**config.mk**
```make
export PLATFORM = sky130hd
export DESIGN_NAME = ctrl_sequencer
export DESIGN_NICKNAME = d
export VERILOG_FILES = /design/src/rtl/ctrl_sequencer.sv
export SDC_FILE = /design/constraint.sdc
export NUM_CORES = 1
export LEC_CHECK = 0
export CORE_MARGIN = 10
export CORE_UTILIZATION = 40
export DETAILED_ROUTE_END_ITERATION = 8
export GPL_ROUTABILITY_DRIVEN = 0
export PLACE_DENSITY = 0.7
export SLEW_MARGIN = 10
export SYNTH_ARGS = -nofsm -noshare
export SYNTH_HDL_FRONTEND = slang
export SYNTH_SLANG_ARGS = --single-unit
```
**constraint.sdc**
```tcl
create_clock -name i_clk -period 1.6 [get_ports i_clk]
set_clock_uncertainty 0.2 [all_clocks]
set_input_delay 0.16 -clock i_clk [delete_from_list [all_inputs] [get_ports i_clk]]
set_output_delay 0.16 -clock i_clk [all_outputs]
set_load 0.02 [all_outputs]
```
**src/rtl/ctrl_sequencer.sv**
```systemverilog
// Multi-cycle control sequencer: accepts opcodes over valid/ready, stretches memory
// phases by MEM_WAIT cycles, splits SWP into read/write phases and supports HALT.
module ctrl_sequencer #(
  parameter int MEM_WAIT = 1,
  parameter bit HALT_EN  = 1'b1
) (
  input  logic       i_clk,
  input  logic       i_rstn,
  input  logic [3:0] i_opcode,
  input  logic       i_valid,
  output logic       o_ready,
  input  logic       i_flush,
  input  logic       i_resume,
  output logic [2:0] o_aluOp,
  output logic       o_useImm,
  output logic       o_useJmp,
  output logic       o_allowJmp,
  output logic       o_memEn,
  output logic       o_memWr,
  output logic       o_wrReg,
  output logic       o_wrCC,
  output logic       o_done,
  output logic       o_halted
);

  localparam int CW = (MEM_WAIT > 0) ? $clog2(MEM_WAIT + 1) : 1;
  localparam logic [CW-1:0] cntLoad = CW'(MEM_WAIT);

  typedef enum logic [2:0] {IDLE, EXEC, MEM, SWP_RD, SWP_WR, HALT} stateT;

  stateT         state, stateNext;
  logic [CW-1:0] cnt, cntNext;
  logic [3:0]    opReg, opNext;
  logic          haltFirst, haltFirstNext;
  logic          isFinal, ready, accept, active, isNop, strobe;

  always_ff @(posedge i_clk or negedge i_rstn) begin
    if (!i_rstn) begin
      state     <= IDLE;
      cnt       <= '0;
      opReg     <= 4'b0000;
      haltFirst <= 1'b0;
    end else begin
      state     <= stateNext;
      cnt       <= cntNext;
      opReg     <= opNext;
      haltFirst <= haltFirstNext;
    end
  end

  // Controls are decoded from the latched opcode so they stay stable for the whole instruction
  always_comb begin
    isFinal = (state == EXEC) || (((state == MEM) || (state == SWP_WR)) && (cnt == '0));
    ready   = !i_flush && ((state == IDLE) || isFinal);
    accept  = i_valid && ready;
    active  = state inside {EXEC, MEM, SWP_RD, SWP_WR};
    isNop   = (opReg == 4'b0000) || (opReg == 4'b0011);
    strobe  = isFinal && !i_flush;

    o_ready    = ready;
    o_aluOp    = (active && opReg[3]) ? opReg[2:0] : 3'b000;
    o_useImm   = active && !isNop && (!opReg[3] || (opReg == 4'b1010));
    o_useJmp   = active && (opReg == 4'b0111);
    o_allowJmp = active && (opReg == 4'b0010);
    o_memEn    = state inside {MEM, SWP_RD, SWP_WR};
    o_memWr    = ((state == MEM) && (opReg == 4'b0100)) || (state == SWP_WR);
    o_wrReg    = strobe && (opReg[3] || (opReg == 4'b0111) || (opReg == 4'b0101) ||
                            (opReg == 4'b0001));
    o_wrCC     = strobe && opReg[3];
    o_done     = !i_flush && (isFinal || ((state == HALT) && haltFirst));
    o_halted   = (state == HALT);

    stateNext     = state;
    cntNext       = cnt;
    opNext        = opReg;
    haltFirstNext = 1'b0;

    if (i_flush) begin
      stateNext = IDLE;
      cntNext   = '0;
    end else if (accept) begin
      opNext  = i_opcode;
      cntNext = cntLoad;
      casez (i_opcode)
        4'b1???:          stateNext = EXEC;
        4'b0100, 4'b0101: stateNext = MEM;
        4'b0001:          stateNext = SWP_RD;
        4'b0011: begin
          if (HALT_EN) begin
            stateNext     = HALT;
            haltFirstNext = 1'b1;
          end else begin
            stateNext = EXEC;
          end
        end
        default:          stateNext = EXEC;
      endcase
    end else begin
      // Final cycles without a new opcode fall back to IDLE; otherwise count down
      case (state)
        EXEC: stateNext = IDLE;
        MEM, SWP_WR: begin
          if (cnt == '0) stateNext = IDLE;
          else           cntNext   = cnt - CW'(1);
        end
        SWP_RD: begin
          if (cnt == '0) begin
            stateNext = SWP_WR;
            cntNext   = cntLoad;
          end else begin
            cntNext = cnt - CW'(1);
          end
        end
        HALT: if (i_resume) stateNext = IDLE;
        default: stateNext = state;
      endcase
    end
  end

endmodule

```
==> results.txt <==
The run finished, with violations left. The final reports fail on negative setup slack. The die width came out at 62.4 µm. In this run the remaining antenna-violating nets after routing total 0. The biggest area contributor in the post-synthesis netlist is sky130_fd_sc_hd__dfrtp_1.

Dividing total power by cell area gives a power density of 633 mW/mm². The placed wire-length estimate came out at 1630 µm. The fraction of synthesis flops using an asynchronous set or reset pin came out at 100%.

The number of antenna violations at the first check in global routing was 0. The fraction of the mapped netlist area in simple logic gates is 32.1%. The smallest clock period supported by the final layout is computed as 1.83 ns. Of the cells placed in the final design, the portion with a size suffix greater than 1 is 53.5%.

The count of flip-flops with a built-in enable after synthesis came out at 0. The worst-case setup margin in the final layout came out at -0.227 ns. In the post-synthesis netlist, the biggest area contributors are sky130_fd_sc_hd__dfrtp_1 31%, sky130_fd_sc_hd__mux2_2 7.8%, sky130_fd_sc_hd__nor2b_1 7.0%.

The via count is 790. The number of clock buffers inserted by TritonCTS came out at 3. Synthesis produced a netlist whose cell count is 80.

The initial core utilization came out at 42.1%. The hold violation count in the final report came out at 0. The normalized max-slew margin is 72.8%. The final-report setup violation count came out at 21. The number of flip-flops and latches in the synthesized netlist came out at 9. After synthesis, the largest family of logic cells by area is simple AND/OR/NAND/NOR gates. CTS built an H-tree with a depth of 1.

Data arrives at the worst endpoint at 1.47 ns. The average cell area after synthesis came out at 8.98 µm². The via count of the first global-routing pass came out at 869.

The post-synthesis mux area share came out at 7.84%. On the critical path, the stage with the largest delay is an instance of sky130_fd_sc_hd__dfrtp_2. The peak ir drop on the vdd network came out at 0.626 mV. The net count of the mapped netlist is 89. Overall power consumption after layout is estimated at 0.825 mW.

The clock transition at the registers of the reported paths came out at 0.06 ns. Walking the worst path, the cells encountered are nor2_2, xnor2_2, buf_4, nor3b_2, buf_4. The all-layer global routing usage came out at 12.4%. The cell occurring most often along the worst timing path is sky130_fd_sc_hd__buf_4.

The later pin in the worst-skew pair is clocked with a latency of 0.26 ns. The type of the worst setup path is reg2out. The die covers 0.00389 mm². The vias per cell came out at 5.20. The adder-cell share of the synthesized area came out at 0%.

The antenna diode instance count came out at 0. The number of violations reported at the end of detailed-routing iteration 0 came out at 9. The CTS sink count is 9. The die boundary height came out at 62.4 µm.

The number of library cell types mapped by synthesis is 34. The total core area is 0.00171 mm². In the final routed layout, each cell accounts on average for 16.0 µm. Setup repair after global routing could not meet its margin everywhere. The pre-CTS setup slack came out at -0.438 ns. The fraction of synthesized cell area in xor and xnor cells came out at 1.22%.

In the finished design, the share of the clock period the worst path needs comes to 114%. In this run the count of I/O pins placed on the die edge is 22. The overall routed net length is 2430 µm. The worst hold path belongs to the class in2reg.

The max-slew violation total from the final report came out at 0. The required time of the critical path is 1.24 ns. The number of warnings reported in the yosys synthesis log came out at 0.

The share of the synthesized area in the top cell type is 31.4%. The maximum number of buffers from clock root to sink is 2. The pin count of the biggest net entering global routing is 12. CTS placed an instance of sky130_fd_sc_hd__clkbuf_4 at the clock tree root. The first detailed-routing pass took 5 iterations. The DRC violation count after routing came out at 0.

In this run the cell area of the synthesized design comes to 718 µm². The worst hold slack came out at 0.333 ns. TritonCTS built the clock tree. The sequential cell area fraction in the yosys report is 31.4%. The launching element type of the critical path is a register. The final global-route overflow total is 0. Static timing analysis puts the maximum clock frequency at 0.547 GHz.

The transition at the pin with the smallest max-transition slack is 0.407 ns. STA classifies the critical path endpoint as an output pin. The max-capacitance violation count came out at 0.

The complex-gate fraction of the synthesized area is 21.8%. The area added between synthesis and finish is 81.5%. The layout net count came out at 137. The maximum cell stage delay along the critical path is 0.44 ns. The highest net fanout along the worst path came out at 6. The top flip-flop cell by instance count after synthesis is sky130_fd_sc_hd__dfrtp_1. The row count came out at 15. The count of input and output buffers came out at 21. The global-route wire length before repair came out at 3970 µm. The analysis attributes to cell leakage a power of 0.592 nW.
[worst max-delay path, delay by kind of cell, from the launching register on]
| family | cells | cell delay (ns) |
|---|---|---|
| and+or+nand+nor | 2 | 0.30 |
| xor gates and xnor gates | 1 | 0.13 |
| DFF | 1 | 0.44 |
| buffers and inverters | 2 | 0.33 |
[cells by family (layout without fill, tap and decap cells)]
kind of cell,count (synthesis),in the layout
flip-flops,9,9
multiplexers,5,5
XOR/XNOR,1,1
AND/OR/NAND/NOR,39,39
buffers and inverters,6,53
AO/OA/AOI/OAI,20,20
[cells in the mapped netlist, drive strengths merged, types with 2 or more instances]
cell and n:
dfrtp 9, inv 2, nor2 11, nand2 6, buf 3, nand2b 3, o21ai 7, mux2 5
and3 4, nor2b 8, a21oi 3
[report_power, final]
group | total, mW | leakage, nW | internal (mW) | switching (mW)
logic | 0.362 | 0.465 | 0.205 | 0.157
registers | 0.290 | 0.111 | 0.251 | 0.0389
clock network | 0.173 | 0.0150 | 0.0960 | 0.0774
[sequential cells by signal, summed over array words and instances (netlist names)]
signal and cells:
cnt 1, opReg 4, state 3, haltFirst 1
[stage by stage]
step	TNS [ns]	instances	area, µm²	utilization, %
after floorplan	-0.129	80	731	-
after global placement	-5.22	143	1110	64.9
after detailed placement	-5.39	143	1110	64.9
after CTS	-3.09	152	1260	73.8
after global routing	-4.64	152	1300	76.3
final	-3.49	152	1300	76.3
[per-layer routing]
| layer | GRT usage [%] | share of wire (%) | vias up |
|---|---|---|---|
| met1 | 11.2 | 39 | 396 |
| li1 | - | - | 380 |
| met5 | 0 | 0 | - |
| met3 | 3.41 | 3.1 | 2 |
| met4 | 5.03 | 0.99 | 0 |
| met2 | 24.7 | 57 | 12 |
[cells in the final DEF, fill, tap and decap left out, drive strengths merged, types with 2 or more instances in the layout]
cell           synthesis  final
dfrtp                  9      9
and3                   4      4
mux2                   5      5
nand2b                 3      3
nor2b                  8      8
clkbuf                 1      4
clkdlybuf4s50          0      8
nand2                  6      6
a21oi                  3      3
buf                    3     37
inv                    2      2
o21ai                  7      7
nor2                  11     11
[final cells by class]
| type | instances | area, µm² |
|---|---|---|
| Sequential cell | 9 | 228 |
| Multi-Input combinational cell | 65 | 561 |
| Timing Repair Buffer | 47 | 450 |
| Clock buffer | 4 | 26.3 |
| Tap cell | 25 | 31.3 |
| Fill cell | 126 | 404 |
| Inverter | 2 | 7.51 |
[repair_timing]
item	CTS	global route
setup buffers	3	0
endpoints found under the setup margin	20	22
resized for setup	86	10
pin swaps	9	0
gates cloned	1	0
hold buffers	1	0
hold endpoints to repair	9	0
[worst paths after layout]
| path | startpoint | endpoint | slack, ns | cells past startpoint |
|---|---|---|---|---|
| setup / recovery | state[1] | o_allowJmp | -0.23 | 5 |
| hold / removal | i_opcode[0] | haltFirst | 0.33 | 3 |
| setup reg to reg | state[2] | state[2] | -0.21 | 7 |
| hold reg to reg | opReg[3] | opReg[3] | 0.47 | 2 |
| max in group asynchronous | i_rstn | state[1] | 0.36 | 2 |
| min in group asynchronous | i_rstn | haltFirst | 0.53 | 2 |
Note: power is estimated with default switching activity, not from simulation.
